`config.mk`:
```
export PLATFORM = sky130hd
export DESIGN_NAME = dp_ram_param
export DESIGN_NICKNAME = d
export VERILOG_FILES = /design/src/rtl/dp_ram_param.sv
export SDC_FILE = /design/constraint.sdc
export NUM_CORES = 1
export LEC_CHECK = 0
export CELL_PAD_IN_SITES_DETAIL_PLACEMENT = 2
export CELL_PAD_IN_SITES_GLOBAL_PLACEMENT = 2
export CORE_ASPECT_RATIO = 0.75
export CORE_MARGIN = 3
export CORE_UTILIZATION = 47
export DETAILED_ROUTE_END_ITERATION = 8
export HOLD_SLACK_MARGIN = 0.1
export PLACE_DENSITY = 0.87
export RECOVER_POWER = 25
export SETUP_SLACK_MARGIN = 0.02
export SYNTH_ARGS = -nofsm -noshare
export SYNTH_HDL_FRONTEND = slang
export SYNTH_SLANG_ARGS = --single-unit
```
`constraint.sdc`:
```
create_clock -name clk -period 4.9 [get_ports clk]
set_clock_uncertainty 0.1 [all_clocks]
set_input_delay 1.47 -clock clk [delete_from_list [all_inputs] [get_ports clk]]
set_output_delay 1.47 -clock clk [all_outputs]
set_load 0.01 [all_outputs]
```
`src/rtl/dp_ram_param.sv`:
```
// dp_ram_param: parametrised true dual-port synchronous RAM on one clock.
// Two independent read/write ports with selectable same-port read-during-write
// behaviour, an optional output register stage, write-write collision
// arbitration (port A wins) and a post-reset clear of the whole array.
//
// Handshake: an access is accepted on a rising edge when en_x=1 and busy=0.
// Each accepted access produces exactly one valid_x pulse: in the cycle after
// the accepting edge (OUT_REG=0) or one cycle later (OUT_REG=1). dout_x holds
// its last value whenever valid_x is low. No backpressure exists.
module dp_ram_param #(
   parameter int DATA_W       = 8,
   parameter int ADDR_W       = 6,
   parameter int DEPTH        = (1 << ADDR_W),
   parameter int RD_MODE      = 0,
   parameter int OUT_REG      = 0,
   parameter int CLEAR_ON_RST = 1
) (
   input  logic              clk,
   input  logic              rst,
   input  logic              en_a,
   input  logic              wr_a,
   input  logic [ADDR_W-1:0] addr_a,
   input  logic [DATA_W-1:0] din_a,
   output logic [DATA_W-1:0] dout_a,
   output logic              valid_a,
   input  logic              en_b,
   input  logic              wr_b,
   input  logic [ADDR_W-1:0] addr_b,
   input  logic [DATA_W-1:0] din_b,
   output logic [DATA_W-1:0] dout_b,
   output logic              valid_b,
   output logic              busy,
   output logic              collision
);

   // Clear FSM states; state is the observable debug view of the clear engine.
   typedef enum logic {
      S_IDLE  = 1'b0,
      S_CLEAR = 1'b1
   } clr_state_t;

   // clr_cnt is one bit wider than the address so DEPTH = 2**ADDR_W
   // still has a representable last index and terminal comparison.
   localparam logic [ADDR_W:0] DEPTH_L = (ADDR_W+1)'(DEPTH);
   localparam logic [ADDR_W:0] LAST_L  = (ADDR_W+1)'(DEPTH - 1);

   clr_state_t        state;
   logic [ADDR_W:0]   clr_cnt;

   logic [DATA_W-1:0] mem [DEPTH];

   logic              idle;
   logic              acc_a;
   logic              acc_b;
   logic              in_rng_a;
   logic              in_rng_b;
   logic              same_addr;
   logic              wr_a_ok;
   logic              wr_b_ok;
   logic              coll_nxt;
   logic [DATA_W-1:0] rd_a_nxt;
   logic [DATA_W-1:0] rd_b_nxt;

   // First read stage: the read result of the accepting edge.
   logic [DATA_W-1:0] rd_a_q;
   logic [DATA_W-1:0] rd_b_q;
   logic              rv_a_q;
   logic              rv_b_q;

   assign idle      = (state == S_IDLE);
   assign acc_a     = idle && en_a;
   assign acc_b     = idle && en_b;
   assign in_rng_a  = ({1'b0, addr_a} < DEPTH_L);
   assign in_rng_b  = ({1'b0, addr_b} < DEPTH_L);
   assign same_addr = (addr_a == addr_b);

   // Port A always wins a same-address write; B's write is dropped.
   assign wr_a_ok   = acc_a && wr_a && in_rng_a;
   assign wr_b_ok   = acc_b && wr_b && in_rng_b && !(acc_a && wr_a && same_addr);
   assign coll_nxt  = acc_a && wr_a && acc_b && wr_b && same_addr;

   // Per-port read value: out-of-range reads give zero, otherwise the
   // same-port write data (write-first) or the stored old word.
   always_comb begin
      rd_a_nxt = '0;
      rd_b_nxt = '0;
      if (in_rng_a) begin
         if ((RD_MODE != 0) && wr_a) rd_a_nxt = din_a;
         else                        rd_a_nxt = mem[addr_a];
      end
      if (in_rng_b) begin
         if ((RD_MODE != 0) && wr_b) rd_b_nxt = din_b;
         else                        rd_b_nxt = mem[addr_b];
      end
   end

   // Clear FSM: walks clr_cnt from 0 to DEPTH-1 after reset, holding busy high.
   always_ff @(posedge clk) begin
      if (rst) begin
         state   <= (CLEAR_ON_RST != 0) ? S_CLEAR : S_IDLE;
         clr_cnt <= '0;
         busy    <= (CLEAR_ON_RST != 0);
      end else begin
         case (state)
            S_CLEAR: begin
               clr_cnt <= clr_cnt + 1'b1;
               if (clr_cnt == LAST_L) begin
                  state <= S_IDLE;
                  busy  <= 1'b0;
               end
            end
            default: begin
               state <= S_IDLE;
               busy  <= 1'b0;
            end
         endcase
      end
   end

   // Array write: the clear engine owns the array while clearing, otherwise
   // the arbitrated port writes land. No reset of the array contents here.
   always_ff @(posedge clk) begin
      if (!rst) begin
         if (state == S_CLEAR) begin
            mem[clr_cnt[ADDR_W-1:0]] <= '0;
         end else begin
            if (wr_a_ok) mem[addr_a] <= din_a;
            if (wr_b_ok) mem[addr_b] <= din_b;
         end
      end
   end

   // First read stage and collision flag, both registered at the accepting edge.
   always_ff @(posedge clk) begin
      if (rst) begin
         rd_a_q    <= '0;
         rd_b_q    <= '0;
         rv_a_q    <= 1'b0;
         rv_b_q    <= 1'b0;
         collision <= 1'b0;
      end else begin
         rv_a_q    <= acc_a;
         rv_b_q    <= acc_b;
         collision <= coll_nxt;
         if (acc_a) rd_a_q <= rd_a_nxt;
         if (acc_b) rd_b_q <= rd_b_nxt;
      end
   end

   generate
      if (OUT_REG != 0) begin : g_out_reg
         logic [DATA_W-1:0] out_a_q;
         logic [DATA_W-1:0] out_b_q;
         logic              ov_a_q;
         logic              ov_b_q;

         // Extra output stage: forwards the first stage one cycle later and
         // keeps the last delivered word across idle cycles.
         always_ff @(posedge clk) begin
            if (rst) begin
               out_a_q <= '0;
               out_b_q <= '0;
               ov_a_q  <= 1'b0;
               ov_b_q  <= 1'b0;
            end else begin
               ov_a_q <= rv_a_q;
               ov_b_q <= rv_b_q;
               if (rv_a_q) out_a_q <= rd_a_q;
               if (rv_b_q) out_b_q <= rd_b_q;
            end
         end

         assign dout_a  = out_a_q;
         assign dout_b  = out_b_q;
         assign valid_a = ov_a_q;
         assign valid_b = ov_b_q;
      end else begin : g_no_out_reg
         assign dout_a  = rd_a_q;
         assign dout_b  = rd_b_q;
         assign valid_a = rv_a_q;
         assign valid_b = rv_b_q;
      end
   endgenerate

endmodule

```
======== After elaboration in Yosys (flattened, before gate mapping) ========
Memories as Yosys holds them, arrays and structs flattened. A register that Yosys moved wholly into a read port is not among the register bits.
Index checks and enable logic that the tools add are counted.
operators by class
  multipliers ............................. 0
  muxes and demuxes ....................... 18
  bitwise gates (word level) .............. 1
  $lt $le $gt $ge ......................... 0
  add/subtract/negate cells ............... 1
  shifts and indexed selects .............. 0
  reduce and logical (&&, ||, !) cells .... 11
  eq/ne operators ......................... 3
  div/mod/pow operators ................... 0
operators with widths
  cell                                            count
  2-to-1 mux 1 bit                                16
  logical AND 1 bit                               9
  2-to-1 mux 8 bit                                1
  OR reduction 8 bit                              1
  adder 7 x 1 -> 7 bit (second input constant)    1
  == test 7 x 6 -> 1 bit (second input constant)  1
  == test 6 bit                                   1
  2-to-1 mux 6 bit                                1
  != test 2 x 1 -> 1 bit (second input constant)  1
  logical NOT 1 bit                               1
  inverter 1 bit                                  1
storage, ports and cells
  word-level logic and storage cells ...... 41
  ROM bits ................................ 0
  bits in writable memories ............... 512
  register bits ........................... 12
  output and inout bits ................... 20
  input bits .............................. 34
  latch bits .............................. 0
  memories ................................ 1
memory list
  memory  depth  width  rd ports  clocked after memory_dff  wr ports  line  RTL
  mem     64     8      2         2                         2         50    logic [DATA_W-1:0] mem [DEPTH];

======== Depth between registers and ports, before layout ========
  depth after elaboration ................. 10
  mapped depth ............................ 11
  gate-level depth less buffers ........... 6

======== Worst setup path after synthesis ========
OpenSTA, ideal clock, no wires.
  kind .................................... input to register
  from .................................... in rst
  to ...................................... mem mem[0][0] (enable)
  buffers on the path ..................... 3
  cell stages on the path ................. 9
  arrival ................................. 3437 ps
  library setup time ...................... 384 ps
  data required time ...................... 4416 ps
  slack ................................... 979 ps
  cells stage by stage .................... nor3b_1 > buf_2 > and2_1 > buf_2 > buf_2 > nand2_1 > o31ai_1 > nand2_1 > o21ai_0
RTL lines
  element          line  RTL
  start, declared  19    input logic rst,
  end, declared    50

==> reports/qor.txt <==
Peak Freq: 0.2041 GHz
crit path capture type: flip-flop
Syn Inst Count: 2,297
Final WS setup: -0.0002522 ns
Placer Congestion: 1.009
CTS tree: yes
Adder-Cell Fraction of Synth Area: 0.03864%
Pwr per Cell Area: 290.2 nW/µm²
Post-Synth XOR/XNOR Area: 0.2705%
slew margin rel.: 1.814%
Vias: 25,610
vias in the first global route: 26,070
combinational share of power: 9.2%
IO Port Bufs: 53
Worst path slowest cell: and2_0
Num CTS Buffers: 56
status: finished, violations left
most frequent cells in the layout: 531 x mux2_2, 512 x edfxtp_1, 166 x mux4_2, 135 x buf_4, 125 x mux2i_1
Slew Limit Fails: 0
part of the power in registers: 48.3%
Via density: 7.906
endpoints failing hold: 0
CP startpoint kind: input pin
Synth async-reset ratio: 0%
Synth Area in Simple Gates: 4.733%
cell-internal power: 0.007613 W
multiplexer share of the synthesized area: 34.67%
grt total ovfl: 0
clock buffer depth: 3
Layout Nets: 2,341
failing checks: negative setup slack
worst path cell trace: buf_4 -> clkbuf_2 -> and2_0 -> clkbuf_1 -> a221oi_1 -> nor2_1 -> o21ai_0 -> and4_1 -> a311oi_1
Peak VDD IR: 0.0002670 V
actual slew at the worst max-slew pin: 1.471 ns
Avg Inst Size Synth: 14.10 µm²
# setup viols final: 1
Setup Buffers After CTS: 0
Ys Warns: 0
largest net degree at the start of global routing: 68
clk root buf: clkbuf_16
sequential share of the synthesized area: 49.21%
Core Rows: 82
first-pass GRT wire length: 212,800 µm
CP top delay family: buffers and inverters
Worst R2R Setup Slack: 0.90 ns
final wirelength: 153,000 µm
share of cells above drive strength 1: 42.57%
largest family of logic cells by synthesized area: multiplexers
CP Data Arrival Time: 5.37 ns
io pins: 54
MaxCap Viol Count: 0
Pre-antenna DRT Iters: 6
CP max stage delay: 0.91 ns
CTS HTree Levels: 2
commonest non-fill, non-tap cell in the layout: mux2_2
worst hold path class: flip-flop to flip-flop
Sw Share: 26.54%
count of different cell masters after synthesis: 67
number of cells upsized or downsized after cts: 0
Critical Path RT: 5.37 ns
initial DRC count: 4,949
register bit count reported by yosys: 540
initial antenna violation count: 13
post-route ant nets: 0
DR DRC count: 0
die width: 309.1 µm
P_leak: 13.46 nW
clk_lat worst skew: 0.68 ns
Post-DP HPWL: 103,000 µm
RSZ-0062 raised after global routing: false
fin crit share: 100.0%
CORE AREA: 67,510 µm²
clk sinks: 540
syn_nets: 2,332
ys flop type: edfxtp_1
NetSw: 0.002751 W
Vert. Die Dim: 233.3 µm
DR WL/cell: 47.24 µm
clock share of power: 42.6%
hold_ws: 0.4635 ns
kind of critical path: input pin to flip-flop
Layout area overhead: 10.27%
DIE AREA: 72,120 µm²
Worst Path Max Fanout: 29
cts hold-fix bufs: 0
Post-synth EDFFs: 512
CP Buf/Inv Count: 3
complex-gate fraction of the synthesized area: 7.550%
pre-CTS WS: -0.4121 ns
synthesized cell area: 32,380 µm²
clock-pin transition on the worst setup and hold timing paths: 0.07 ns
GRT Resource Usage Total: 42.26%
initial core utilization: 47.97%
Min Clock Period, post-route: 4.900 ns
[routing by layer]
metal  GRT usage [%]  share of wire [%]  wire, µm  up-vias
met5               0              0.055        84        -
met4           21.43                6.9     10490       12
met3           16.78                 16     23870      677
met2           61.72                 42     64420     2542
met1           54.49                 35     54150    13120
li1                -                  -         -     9252
[flip-flops by register name, summed over array words and instances, names as in the netlist]
register and cells:
busy 1, clr_cnt 7, collision 1, dout_a 8, dout_b 8, mem 512, state 1, valid_a 1
valid_b 1
[area by class of cell]
class                           count  area [µm²]
Fill cell                        6080       31800
Inverter                            5       18.77
Antenna cell                        3       7.507
Clock buffer                       77        1573
Clock inverter                     29       192.7
Timing Repair Buffer              204        1638
Multi-Input combinational cell   1499       15240
Tap cell                          882        1104
Sequential cell                   540       15940
[worst paths after layout]
path / from / endpoint / cells after the start
hold reg to reg: busy$_SDFFE_PP1N_ / busy$_SDFFE_PP1N_ / 1
setup reg to reg: state$_SDFF_PP1_ / mem[1][7]$_DFFE_PP_ / 8
hold / removal: busy$_SDFFE_PP1N_ / busy$_SDFFE_PP1N_ / 1
setup / recovery: addr_b[0] / dout_b[4]$_SDFFE_PP0N_ / 9
[synth_stat cells (4+ instances only)]
cell      count  share of area, %
a221oi_1     44               1.2
mux4_2      166                12
a31oi_1      10              0.19
nor2_2       28              0.54
a311oi_1      4              0.11
nor2_1       53              0.61
xnor2_1       5              0.14
inv_1         4             0.046
o21ai_0      73               1.1
dfxtp_1      28               1.7
nand3b_1      8              0.19
nor2b_1       7              0.14
xor2_1        5              0.14
buf_4         4             0.093
a22oi_1      55               1.3
edfxtp_1    512                47
or3_1         4             0.077
nand3_1      17              0.26
and2_1        7              0.14
and3_1       13              0.25
o22ai_1      68               1.3
o221ai_1     11              0.30
nor3b_1       4             0.093
mux2i_1     125               3.9
nand2_2      32              0.62
buf_1        28              0.32
nor2_4        8              0.28
o211ai_1      7              0.16
clkbuf_1    142               1.6
a21oi_1      44              0.68
nand2b_1     15              0.29
nand4_1       6              0.12
a22o_1        4              0.11
a211oi_1      9              0.21
buf_2        64              0.99
buf_6         8              0.28
a221o_1       8              0.25
clkbuf_2      6             0.093
nor3_1        5             0.077
nand2_1      61              0.71
mux2_2      554                19
[metrics by stage]
| step | std cells | area [µm²] | total power [W] | util (%) | TNS (ns) |
|---|---|---|---|---|---|
| final | 3239 | 35710 | 0.01036 | 52.90 | -0.0002522 |
| after global routing | 3236 | 35700 | 0.01050 | 52.88 | 0 |
| after CTS | 3236 | 35840 | 0.01026 | 53.09 | 0 |
| after detailed placement | 3130 | 34070 | 0.005973 | 50.47 | -171.31 |
| after global placement | 3130 | 34070 | 0.005934 | 50.47 | -32.63 |
| after floorplan | 2297 | 32380 | 0.005567 | - | 0 |
[kinds of logic after synthesis]
family | after synthesis
adders and majority gates | 1
and+or+nand+nor | 282
AOI/OAI and AO/OA | 361
xor gates and xnor gates | 10
buffers and inverters | 258
muxes | 845
DFF | 540
[power by group through the flow]
stage	registers [W]	clock network, W	logic (W)
3_5_place_dp	0.00510	0	0.000873
2_1_floorplan	0.00509	0	0.000475
3_3_place_gp	0.00510	0	0.000836
5_1_grt	0.00500	0.00457	0.000934
4_1_cts	0.00500	0.00437	0.000888
6_report	0.00500	0.00441	0.000951
Power figures use the tool's default switching activity.
==> edit 1: new RTL, config.mk and constraints unchanged <==
`DATA_W`: 8 -> 7.
--- a/src/rtl/dp_ram_param.sv
+++ b/src/rtl/dp_ram_param.sv
@@ -10,3 +10,3 @@
 module dp_ram_param #(
-   parameter int DATA_W       = 8,
+   parameter int DATA_W       = 7,
    parameter int ADDR_W       = 6,
Interface: changed (resized din_a, din_b, dout_a and dout_b); port bits go from 54 to 50. No check against the original RTL was run, so the function may have changed too.
==> edit 1 against the original RTL <==
The flow finishes with violations (capacitance limit, slew limit, setup timing); routed wire length down 9.9%; non-clock buffer count up 31; design area down 10%; total power down 11%; global-route usage up 0.20 points; largest cell class unchanged; core utilization up 0.90 points; area after synthesis down 11%; sequential cell count down 66; maximum frequency down 0.88%; critical endpoint is now dout_b[6]$_SDFFE_PP0N_; setup slack worse by 44 ps; synthesized cell count down 12%; combinational power down 12%.
==> edit 1: results (changes against the original RTL) <==
* Async set-or-reset flop fraction in the synthesized netlist at 0% (unchanged)
* Critical path's slowest cell: clkbuf_2 (was and2_0)
* CP max stage delay at 1080 ps (was 910 ps)
* Port bufs at 49 (was 53)
* Worst skew pair latency at 640 ps (was 680 ps)
* Routed vias at 23,060 (was 25,610)
* Synth cell types at 69 (was 67)
* Vias in the first global route at 23,510 (was 26,070)
* Layout Cells excl Fill at 2,919 (was 3,239)
* Synth Area per Inst at 14.12 um^2 (was 14.10 um^2)
* Max cap viols at 2 (was 0)
* Outcome: finished, violations left (unchanged)
* Total CTS buffers at 51 (was 56)
* EDFF count, synth at 448 (was 512)
* CP Max Fanout at 34 (was 29)
* Final Slew Violations at 25 (was 0)
* First-iteration detailed-routing DRC count at 4,315 (was 4,949)
* Routability Congestion at 1.046 (was 1.009)
* Antenna violations before repair at 12 (was 13)
* Warnings from Yosys at 0 (unchanged)
* Largest cells by area after synthesis: edfxtp_1 47%, mux2_2 20%, mux4_2 11% (was edfxtp_1 47%, mux2_2 19%, mux4_2 12%)
* Post-DP HPWL at 90.76 mm (was 103.0 mm)
* First drt pass iteration count at 7 (was 6)
* Total Routing Usage GR at 42.45% (was 42.26%)
* Sequential share of power at 47.6% (was 48.3%)
* Sw Ratio at 26.17% (was 26.54%)
* Register area share after synthesis at 48.73% (was 49.21%)
* Final worst slack at -43.89 ps (was -0.2522 ps)
* VDD IR max at 0.2819 mV (was 0.2670 mV)
* Final setup fails at 2 (was 1)
* Actual slew at the worst max-slew pin at 1554 ps (was 1471 ps)
* CP Data Arrival Time at 5320 ps (was 5370 ps)
* First-pass GRT wire length at 192.2 mm (was 212.8 mm)
* Layout cells sized above 1 at 45.72% (was 42.57%)
* Final TNS setup at -59.72 ps (was -0.2522 ps)
* Synth cell count leaders: 516 x mux2_2, 448 x edfxtp_1, 146 x mux4_2, 131 x clkbuf_1, 94 x o22ai_1 (was 554 x mux2_2, 512 x edfxtp_1, 166 x mux4_2, 142 x clkbuf_1, 125 x mux2i_1)
* Placed cells at 2,820 (was 3,130)
* HP Class: reg2reg (unchanged)
* Failing checks: capacitance limit, slew limit, setup timing (was setup timing)
* Max reg flops at 448 (was 512)
* Largest net degree at the start of global routing at 65 (was 68)
* Clk pwr share at 43.4% (was 42.6%)
* Nets@finish at 2,118 (was 2,341)
* Seq. pwr at 4390 uW (was 5000 uW)
* Leak Pwr at 0.01212 uW (was 0.01346 uW)
* WL per Instance at 47.22 um (was 47.24 um)
==> edit 1: kinds of logic (layout without fill, tap and decap cells) <==
kind of cell	Yosys count	after routing	synth area share, %
muxes	724	724	33.91
DFF	474	474	48.73
AOI/OAI and AO/OA	324	324	7.998
and+or+nand+nor	259	259	5.371
buffers and inverters	239	332	3.643
xor gates and xnor gates	10	10	0.3054
adders and majority gates	1	1	0.04363
other	0	5	0
==> edit 1: final timing paths <==
path	from	to	slack (ps)	depth (start not counted)
setup / recovery	addr_b[1]	dout_b[6]$_SDFFE_PP0N_	-40	7
hold reg to reg	dout_a[0]$_SDFFE_PP0N_	dout_a[0]$_SDFFE_PP0N_	420	2
setup reg to reg	state$_SDFF_PP1_	mem[17][2]$_DFFE_PP_	990	6
hold / removal	dout_a[0]$_SDFFE_PP0N_	dout_a[0]$_SDFFE_PP0N_	420	2
==> edit 1: metrics by stage <==
step                      setup slack [ps]  cell area (um^2)
final                               -43.89             32080
after global routing                 189.7             32070
after CTS                            453.1             32270
after detailed placement            -96.15             30660
after global placement               95.80             30660
after floorplan                       1058             28680
==> edit 1: cell type report <==
class                   count  area, um^2
multi-input cells        1318       13530
fillers                  5346       27550
inverters                   5       18.77
flip-flops and latches    474       13970
diodes                      5       12.51
clock buffers              70        1430
clock inverters            22       183.9
repair buffers            235        1946
well taps                 790       988.4
==> edit 1: worst min-delay path, cell delays in order (launching register included) <==
cell	delay (ps)
dfxtp_1	320
nand2b_1	80
o32ai_1	80
==> edit 1: per-layer routing <==
layer | GRT usage, % | vias to the layer above | routed length, um
met3 | 14.86 | 639 | 20970
met4 | 20.45 | 14 | 8694
met2 | 63.69 | 2298 | 58760
li1 | - | 8292 | -
met1 | 55.08 | 11820 | 49240
met5 | 0.9909 | - | 181
==> edit 2: new RTL, same settings <==
Without the edit above. Put a register stage on the output `dout_a`, with the module's reset. The value now appears one clock later. The other outputs are not delayed to match.
--- a/src/rtl/dp_ram_param.sv
+++ b/src/rtl/dp_ram_param.sv
@@ -45,2 +45,4 @@
    localparam logic [ADDR_W:0] LAST_L  = (ADDR_W+1)'(DEPTH - 1);
+
+   logic [DATA_W-1:0] dout_a_d;
 
@@ -172,3 +174,3 @@
 
-         assign dout_a  = out_a_q;
+         assign dout_a_d = out_a_q;
          assign dout_b  = out_b_q;
@@ -177,3 +179,3 @@
       end else begin : g_no_out_reg
-         assign dout_a  = rd_a_q;
+         assign dout_a_d = rd_a_q;
          assign dout_b  = rd_b_q;
@@ -184,2 +186,10 @@
 
+   always_ff @(posedge clk) begin
+      if (rst) begin
+         dout_a <= '0;
+      end else begin
+         dout_a <= dout_a_d;
+      end
+   end
+
 endmodule
Function: same outputs for any inputs over 4 cycles, from zero or initial values and one cycle with rst high; that may be too few to reach the edited logic, so the function may still have changed.
==> edit 2 against the original RTL <==
The run ends with capacitance limit, slew limit left; routed wire length rose by 2.6%; global-route usage rose by 0.17 points; area after synthesis rose by 0.99%; design area rose by 2.6%; setup slack improved by 120 ps; die area rose by 0.97%; sequential cell count rose by 8; total power rose by 1.2%; clock power rose by 2%.
==> edit 2: results (changes against the original RTL) <==
* WL met3 at 23.76 mm (was 23.87 mm)
* Actual slew at the worst max-slew pin at 1580 ps (was 1471 ps)
* First drt pass iteration count at 5 (was 6)
* Largest net degree at the start of global routing at 65 (was 68)
* Synth cell count leaders: 577 x mux2_2, 512 x edfxtp_1, 138 x clkbuf_1, 133 x mux4_2, 131 x mux2i_1 (was 554 x mux2_2, 512 x edfxtp_1, 166 x mux4_2, 142 x clkbuf_1, 125 x mux2i_1)
* Critical path's slowest cell: nor3_1 (was and2_0)
* Register area share after synthesis at 49.22% (was 49.21%)
* Critical R2R Capture: mem[14][0]$_DFFE_PP_ (was mem[1][7]$_DFFE_PP_)
* Layout cells sized above 1 at 42.05% (was 42.57%)
* Nets@finish at 2,492 (was 2,341)
* CP max stage delay at 1000 ps (was 910 ps)
* R2R Setup Slk at 1250 ps (was 900 ps)
* M1 wire length at 59.58 mm (was 54.15 mm)
* Syn nets at 2,436 (was 2,332)
* Failing checks: capacitance limit, slew limit (was setup timing)
* Met1 Use GR at 57.86% (was 54.49%)
* WL per Instance at 45.58 um (was 47.24 um)
* Vias in the first global route at 26,130 (was 26,070)
* Routability Congestion at 1.001 (was 1.009)
* Largest cells by area after synthesis: edfxtp_1 47%, mux2_2 20%, mux4_2 9.2% (was edfxtp_1 47%, mux2_2 19%, mux4_2 12%)
* Outcome: finished, violations left (unchanged)
* Antenna violations before repair at 18 (was 13)
* Leak Pwr at 0.01412 uW (was 0.01346 uW)
* Crit. Startpoint: addr_a[1] (was addr_b[0])
* Seq. pwr at 5070 uW (was 5000 uW)
* First-iteration detailed-routing DRC count at 4,546 (was 4,949)
* Layout fillers at 6,262 (was 6,080)
* Post-DP HPWL at 108.4 mm (was 103.0 mm)
* Final Slew Violations at 14 (was 0)
* Total Routing Usage GR at 42.43% (was 42.26%)
* Comb pwr at 925 uW (was 951 uW)
* Max cap viols at 1 (was 0)
* Sw Ratio at 25.85% (was 26.54%)
* Vias/cell at 7.649 (was 7.906)
* VDD IR max at 0.2613 mV (was 0.2670 mV)
* Worst skew pair latency at 660 ps (was 680 ps)
* Met2 wire length at 66.35 mm (was 64.42 mm)
* Crit path max-delay family: simple AND/OR/NAND/NOR gates (was buffers and inverters)
* First-pass GRT wire length at 218.0 mm (was 212.8 mm)
## edit 2: changes by cell type in the layout (fill, tap and decap cells not counted), sizes merged, moves of 14 or more
cell / unedited run / this run
buf: 151 / 190
a221oi: 44 / 58
o22ai: 68 / 53
nand2: 93 / 122
mux4: 166 / 133
nor2b: 7 / 25
mux2: 554 / 577
## edit 2: kinds of logic after synthesis
group                    share of synthesized area (%)
flip-flops                                       49.22
multiplexers                                     33.04
AO/OA/AOI/OAI                                    8.321
adder cells (fa/ha/maj)                        0.03825
AND/OR/NAND/NOR                                  5.628
XOR/XNOR                                        0.2678
buffers and inverters                            3.493
## edit 2: area by class of cell
type                            count  share of cell area, %
Antenna cell                        7                0.04780
Clock buffer                       71                  4.063
Tap cell                          935                  3.193
Inverter                            4                0.04098
Clock inverter                     34                 0.8434
Sequential cell                   548                  43.93
Timing Repair Buffer              259                  5.812
Multi-Input combinational cell   1588                  42.07
## edit 2: how the worst max path moves through the flow
stage	to	slack [ps]	cells after the start
after detailed placement	mem[57][0]$_DFFE_PP_	-190	6
after floorplan	mem[17][0]$_DFFE_PP_	910	10
after global routing	dout_a_d[1]$_SDFFE_PP0N_	180	7
after global placement	mem[28][6]$_DFFE_PP_	60	7
after CTS	mem[57][0]$_DFFE_PP_	460	6
final	dout_a_d[1]$_SDFFE_PP0N_	120	7
## edit 2: through the flow
stage / TNS, ps / cells / hold WS [ps] / setup WS, ps / instance area [um^2]
2_1_floorplan: 0 / 2401 / 348.5 / 908.9 / 32700
3_3_place_gp: 0 / 3331 / 352.0 / 64.93 / 35000
3_5_place_dp: -3502 / 3331 / 374.2 / -187.7 / 35000
4_1_cts: 0 / 3436 / 384.8 / 464.3 / 36800
5_1_grt: 0 / 3440 / 397.4 / 183.6 / 36630
6_report: 0 / 3446 / 381.4 / 120.5 / 36640
